File: config.mk
export PLATFORM = sky130hd
export DESIGN_NAME = uart_rx
export DESIGN_NICKNAME = d
export VERILOG_FILES = /design/src/rtl/uart_rx.sv
export SDC_FILE = /design/constraint.sdc
export NUM_CORES = 1
export LEC_CHECK = 0
export BUFFER_PORTS_ARGS = -buffer_cell sky130_fd_sc_hd__buf_2
export CAP_MARGIN = 20
export CORE_MARGIN = 5
export CORE_UTILIZATION = 33
export CTS_BUF_LIST = sky130_fd_sc_hd__clkbuf_4
export DETAILED_ROUTE_END_ITERATION = 6
export SYNTH_ARGS = -nofsm -noshare
export SYNTH_HDL_FRONTEND = slang
export SYNTH_SLANG_ARGS = --single-unit
File: constraint.sdc
create_clock -name sclk -period 1.89 [get_ports sclk]
set_input_delay 0.2835 -clock sclk [delete_from_list [all_inputs] [get_ports sclk]]
set_output_delay 0.2835 -clock sclk [all_outputs]
set_load 0.01 [all_outputs]
File: src/rtl/uart_rx.sv
// 8N1 UART receiver: MSB-first frames, oversampled by baud_tick_i, writes bytes into a downstream FIFO.
// Optional UART_RX_GLITCH_FILTER_EN adds a 3-sample majority filter ahead of the FSM.
module uart_rx #(
    parameter int DATA_W      = 8,
    parameter int OVS         = 16,
    parameter int SYNC_STAGES = 2
) (
    input  logic              sclk,
    input  logic              rstn,
    input  logic              baud_tick_i,
    input  logic              rx_i,
    input  logic              full_i,
    output logic              wr_o,
    output logic [DATA_W-1:0] rx_data_o,
    output logic              frame_err_o,
    output logic              overrun_o,
    output logic              busy_o
);

    localparam int TW = $clog2(OVS);
    localparam int BW = $clog2(DATA_W);
    localparam logic [TW-1:0] TICK_MID  = TW'(OVS/2 - 1);
    localparam logic [TW-1:0] TICK_LAST = TW'(OVS - 1);
    localparam logic [BW-1:0] BIT_LAST  = BW'(DATA_W - 1);

    typedef enum logic [2:0] {
        S_IDLE,
        S_START,
        S_DATA,
        S_STOP,
        S_BREAK
    } state_t;

    logic [SYNC_STAGES-1:0] r_sync;
    logic                   w_rxs;
    logic                   w_rx;
    logic                   r_prev;

    state_t                 r_state;
    state_t                 w_state_nxt;
    logic [TW-1:0]          r_tick_cnt;
    logic [TW-1:0]          w_tick_nxt;
    logic [BW-1:0]          r_bit_cnt;
    logic [BW-1:0]          w_bit_nxt;
    logic [DATA_W-1:0]      r_shift;
    logic [DATA_W-1:0]      w_shift_nxt;
    logic [DATA_W-1:0]      r_data;
    logic                   r_wr;
    logic                   r_ferr;
    logic                   r_ovr;
    logic                   w_wr_nxt;
    logic                   w_ferr_nxt;
    logic                   w_ovr_nxt;

    always_ff @(posedge sclk or negedge rstn) begin
        if (!rstn) begin
            r_sync <= '1;
        end else begin
            r_sync <= {r_sync[SYNC_STAGES-2:0], rx_i};
        end
    end

    assign w_rxs = r_sync[SYNC_STAGES-1];

`ifdef UART_RX_GLITCH_FILTER_EN
    // Two stored tick samples plus the live one form the 3-sample majority window.
    logic [1:0] r_filt;

    always_ff @(posedge sclk or negedge rstn) begin
        if (!rstn) begin
            r_filt <= 2'b11;
        end else if (baud_tick_i) begin
            r_filt <= {r_filt[0], w_rxs};
        end
    end

    assign w_rx = (w_rxs & r_filt[0]) | (w_rxs & r_filt[1]) | (r_filt[0] & r_filt[1]);
`else
    assign w_rx = w_rxs;
`endif

    // Previous-tick line level resets low so a line held low through reset is not taken as a start edge.
    always_ff @(posedge sclk or negedge rstn) begin
        if (!rstn) begin
            r_prev <= 1'b0;
        end else if (baud_tick_i) begin
            r_prev <= w_rx;
        end
    end

    always_comb begin
        w_state_nxt = r_state;
        w_tick_nxt  = r_tick_cnt;
        w_bit_nxt   = r_bit_cnt;
        w_shift_nxt = r_shift;
        w_wr_nxt    = 1'b0;
        w_ferr_nxt  = 1'b0;
        w_ovr_nxt   = 1'b0;
        if (baud_tick_i) begin
            case (r_state)
                S_IDLE: begin
                    if (!w_rx && r_prev) begin
                        w_tick_nxt  = '0;
                        w_state_nxt = S_START;
                    end
                end
                S_START: begin
                    if (r_tick_cnt == TICK_MID) begin
                        if (w_rx) begin
                            w_state_nxt = S_IDLE;
                        end else begin
                            w_tick_nxt  = '0;
                            w_bit_nxt   = '0;
                            w_state_nxt = S_DATA;
                        end
                    end else begin
                        w_tick_nxt = r_tick_cnt + 1'b1;
                    end
                end
                S_DATA: begin
                    if (r_tick_cnt == TICK_LAST) begin
                        w_shift_nxt = {r_shift[DATA_W-2:0], w_rx};
                        w_tick_nxt  = '0;
                        if (r_bit_cnt == BIT_LAST) begin
                            w_state_nxt = S_STOP;
                        end else begin
                            w_bit_nxt = r_bit_cnt + 1'b1;
                        end
                    end else begin
                        w_tick_nxt = r_tick_cnt + 1'b1;
                    end
                end
                S_STOP: begin
                    // Leaving at mid-stop lets IDLE catch a start bit that follows with no gap.
                    if (r_tick_cnt == TICK_LAST) begin
                        if (w_rx) begin
                            w_wr_nxt    = !full_i;
                            w_ovr_nxt   = full_i;
                            w_state_nxt = S_IDLE;
                        end else begin
                            w_ferr_nxt  = 1'b1;
                            w_state_nxt = S_BREAK;
                        end
                    end else begin
                        w_tick_nxt = r_tick_cnt + 1'b1;
                    end
                end
                S_BREAK: begin
                    if (w_rx) begin
                        w_state_nxt = S_IDLE;
                    end
                end
                default: begin
                    w_state_nxt = S_IDLE;
                end
            endcase
        end
    end

    always_ff @(posedge sclk or negedge rstn) begin
        if (!rstn) begin
            r_state    <= S_IDLE;
            r_tick_cnt <= '0;
            r_bit_cnt  <= '0;
            r_shift    <= '0;
            r_data     <= '0;
            r_wr       <= 1'b0;
            r_ferr     <= 1'b0;
            r_ovr      <= 1'b0;
        end else begin
            r_state    <= w_state_nxt;
            r_tick_cnt <= w_tick_nxt;
            r_bit_cnt  <= w_bit_nxt;
            r_shift    <= w_shift_nxt;
            r_wr       <= w_wr_nxt;
            r_ferr     <= w_ferr_nxt;
            r_ovr      <= w_ovr_nxt;
            if (w_wr_nxt) begin
                r_data <= r_shift;
            end
        end
    end

    assign wr_o        = r_wr;
    assign rx_data_o   = r_data;
    assign frame_err_o = r_ferr;
    assign overrun_o   = r_ovr;
    assign busy_o      = (r_state != S_IDLE);

endmodule

== Word-level counts from Yosys, hierarchy flattened ==
Index checks and enable logic that the tools add are counted.
Storage, ports and cells
  output and inout port bits: 12
  logic and storage cells: 72
  bits in writable memories: 0
  memories kept: 0
  memory bits (read-only): 0
  latch bits: 0
  register bits: 32
Operators by class
  equal/unequal tests: 17
  mux-type cells: 32
  bitwise logic cells: 0
  magnitude comparators: 0
  divide/modulo/power cells: 0
  add/subtract/negate cells: 2
  $mul: 0
  shift operators: 0
  reductions and logical operators: 11
Operators by type and width (count)
  $mux 3: 11
  $mux 4: 5
  $ne 2x2->1 const B: 9
  $pmux 4 s4: 1
  $pmux 3 s5: 1
  $mux 1: 12
  $reduce_and 7->1: 1
  $eq 3x2->1 const B: 2
  $eq 3x3->1 const B: 2
  $pmux 3 s2: 1
  $reduce_and 6->1: 1
  $reduce_and 5->1: 1
  $add 4x1->4 const B: 1
  $eq 4x3->1 const B: 1
  $eq 4x4->1 const B: 1
  $reduce_bool 4->1: 1
  $add 3x1->3 const B: 1
  $eq 3x1->1 const B: 1
  $logic_not 3->1: 1
  $ne 3x3->1 const B: 1
  $reduce_and 3->1: 1
  $reduce_bool 3->1: 1
  $logic_not 1->1: 2
  $mux 2: 1
  2 further kinds: 2

== Longest topological paths before layout ==
  word-level depth: 5
  mapped depth: 6

== Least setup slack after synthesis ==
No wires, ideal clock.
  path kind: register to register
  start: reg r_tick_cnt[0]
  end: reg r_data[0], in the netlist rx_data_o[0]
  cell stages (with the launch flop): 7
  setup time: 0.125 ns
  period minus slack after synthesis: 1.764 ns
  path buffers: 1
  slack: 0.126 ns
  arrival: 1.639 ns
  path through: dfrtp_1 -> ha_1 -> and2_1 -> buf_4 -> nand4_4 -> nor3_4 -> mux2_2
Between the ends
  cells in the longest elaborated chain, start to end: 4
RTL lines
  start, declared: line 41  | logic [TW-1:0] r_tick_cnt;
  start signal, assigned: line 172  | r_tick_cnt <= w_tick_nxt;
  $eq 4x4->1: line 135  | if (r_tick_cnt == TICK_LAST) begin
  $mux 1: line 135
  $mux 1: line 100  | case (r_state)
  $mux 1: line 99  | if (baud_tick_i) begin
  named net w_wr_nxt: line 51  | logic w_wr_nxt;
  end signal, assigned: line 179  | r_data <= r_shift;
  end, declared: line 47  | logic [DATA_W-1:0] r_data;
The timed path passes the listed nets, and every way through them passes these cells.
A chain may end at the register's enable or synchronous reset.

== Final worst setup path ==
  start: reg r_tick_cnt[1]
  end: reg r_shift[1]
Between the ends
  cells in the longest elaborated chain, start to end: 2
RTL lines
  $eq 4x4->1: line 121  | if (r_tick_cnt == TICK_LAST) begin
  $reduce_and 3->1 (no line)
  end signal, assigned: line 174  | r_shift <= w_shift_nxt;
  end, declared: line 45  | logic [DATA_W-1:0] r_shift;
Every way passes these cells.

==> impl_metrics.tcl <==
set metrics [dict create \
    finalWorstSetupSlack_ns 0.0730 \
    syn_inst 123 \
    ys_seq_elements 32 \
    place_inst 198 \
    drc 0 \
    p_total_mw 2.16 \
    crit_fanout 8 \
    synthToLayoutAreaGrowth_pct 20.8 \
    final_nets 161 \
    antenna_found_initial 0 \
    die_h_um 77.7 \
    cts_buffer_depth 2 \
    gp_congestion 0.871 \
    synth_ff_type "dfrtp_1" \
    worst_hold_slack_ns -0.0312 \
    ir_drop_v 0.000549 \
    cts_num_sinks 32 \
    period_share 0.961 \
    drtIter0Drc 148 \
    grt-ovfl-total 0 \
    synth-edff-count 0 \
    power.density_mw_per_mm2 1180 \
    drive_gt1_frac 0.422 \
    synth_area_per_cell_sq_um 12.3 \
    syn_nets 131 \
    crit_path_start_kind "register" \
    wire_per_inst_um 14.0 \
    grt_start_max_net_pins 33 \
    fmax_ghz 0.550 \
    final_util 0.416 \
    relSlewSlack 0.542 \
    async_flop_share 1.00 \
    worst_path_largest_cell_delay_ns 0.39 \
    fin_cells 206 \
    cp.required_ns 2.11 \
    syn_area_sq_mm 0.00151 \
    drv_slew 0 \
    cts_buffers 5 \
    viasPerCell 5.19 \
    dp_slack_ns 0.0266 \
    io_pins 17 \
    final.min_clock_period_ns 1.82 \
    yosysTopAreaCell "dfrtp_1" \
    yosysSeqAreaShare 0.532 \
    hold_violations 22 \
    synth.distinct_cells 34 \
    synth.top_cell.area_share 0.497 \
    violations "negative hold slack" \
    wl_um 2890 \
    die_area_sq_mm 0.00603 \
    clock-skew-final_ns 0.0147 \
    finalSetupViolCount 0 \
    status "complete, but fails checks" \
    drtAntennaViolNets 0 \
    start_util 0.344 \
    cp_slowest_cell "dfrtp_1" \
    vias 1069 \
    worstMarginPinSlew_ns 0.687 \
    hp-class "in2async" \
    hpwl_um 2050 \
    grt_pass1_wl_um 5000 \
    final_cell_area_sq_mm 0.00182 \
    ctsHtreeMaxLevel 2 \
    synthTopCellsByArea "dfrtp_1 50%, mux2_2 15%, dfstp_2 3.5%" \
    drt_pass1_iterations 6 \
    die_w_um 77.7 \
    io_buffer_count 16 \
    antenna_cells 0 \
    rsz0062_at_grt "no" \
    core_sq_mm 0.00438 \
    grt_pass1_vias 1052 \
    drv_cap 0 \
    grt_usage 0.102 \
    crit_type "reg2reg" \
    placed_area_sq_mm 0.00174 \
    cp_data_arrival_time_ns 2.03 \
    cts_tree "yes" \
    worst_path_dominant_cell_family "simple AND/OR/NAND/NOR gates" \
    clkTransAtPathRegs_ns 0.12 \
    crit_chain "ha_1 > and2_2 > nand2_1 > nor3_4 > buf_12 > mux2_2" \
    tns_ns 0 \
    leakage_nw 0.943 \
    clk-insertion-delay-late_ns 0.33 \
    crit_path_end_kind "register" \
    yosys_warnings 0 \
    cts_root_buf "clkbuf_4" \
    cp_num_buf_inv 1 \
    rows 24 \
]
## final timing paths
kind,startpoint,end,slack (ns),cells after the start
hold reg to reg,r_sync[0],r_sync[1],0.36,0
min in group sclk,rx_i,r_sync[0],0.05,1
hold / removal,rstn,frame_err_o,-0.03,1
setup / recovery,r_tick_cnt[1],r_shift[1],0.07,6
max in group asynchronous,rstn,r_bit_cnt[1],1.46,1
setup reg to reg,r_tick_cnt[1],r_shift[1],0.07,6
## cells in the final DEF (no fill, tap or decap), types with 3 or more instances in the layout
master / netlist / final
nor2_1: 7 / 7
clkbuf_4: 0 / 6
nand4_1: 3 / 3
nand2_1: 6 / 6
buf_2: 2 / 16
nor3_1: 3 / 3
a31o_2: 3 / 3
dfrtp_1: 30 / 30
a21oi_1: 3 / 3
buf_4: 2 / 9
ha_1: 3 / 3
mux2_2: 20 / 20
inv_1: 8 / 8
## layer usage
layer	global-route usage	wire length (um)
met1	0.133	1340
met5	0	0
met2	0.157	1350
met3	0.0347	150
met4	0.0412	57
## synth_stat cells, types with 3 or more instances
| cell type | count |
|---|---|
| dfrtp_1 | 30 |
| mux2_2 | 20 |
| inv_1 | 8 |
| nor2_1 | 7 |
| nand2_1 | 6 |
| a21oi_1 | 3 |
| a31o_2 | 3 |
| and3_1 | 3 |
| ha_1 | 3 |
| nand4_1 | 3 |
| nor3_1 | 3 |
## sequential cells by signal, indices dropped and copies added (netlist names)
signal and cells:
r_shift 8, rx_data_o 8, r_tick_cnt 4, r_bit_cnt 3, r_state 3, r_sync 2, frame_err_o 1, overrun_o 1
r_prev 1, wr_o 1
## timing repair
action / CTS / global route
setup buffers: 0 / 0
hold buffers: 0 / 0
gates resized for setup: 1 / 1
pin swaps: 0 / 0
setup endpoints to repair: 4 / 2
## power by group
group,internal [mW],switching [mW],total (mW)
Combinational,0.348,0.340,0.689
Sequential,0.785,0.142,0.927
Clock,0.292,0.249,0.540
## kinds of logic (layout without fill, tap and decap cells)
kind of cell             count (synthesis)  in the layout  share of synthesized area
AND/OR/NAND/NOR                         33             33                      0.137
buffers and inverters                   12             43                     0.0365
AO/OA/AOI/OAI                           17             17                     0.0820
multiplexers                            23             23                      0.171
flip-flops                              32             32                      0.532
XOR/XNOR                                 3              3                     0.0174
adder cells (fa/ha/maj)                  3              3                     0.0249
## final cells by class
type,instances,area [sq um]
Timing Repair Buffer,27,188
Clock buffer,6,45.0
Tap cell,52,65.1
Sequential cell,32,803
Inverter,8,30.0
Multi-Input combinational cell,79,658
Clock inverter,2,35.0
Fill cell,403,2560
## worst reg2reg max path, stage by stage, from the launching register on
cell and delay (ns):
dfrtp_1 0.39, ha_1 0.18, and2_2 0.25, nand2_1 0.13, nor3_4 0.26, buf_12 0.16
mux2_2 0.33
No activity file was read; power rests on OpenSTA's default activity.
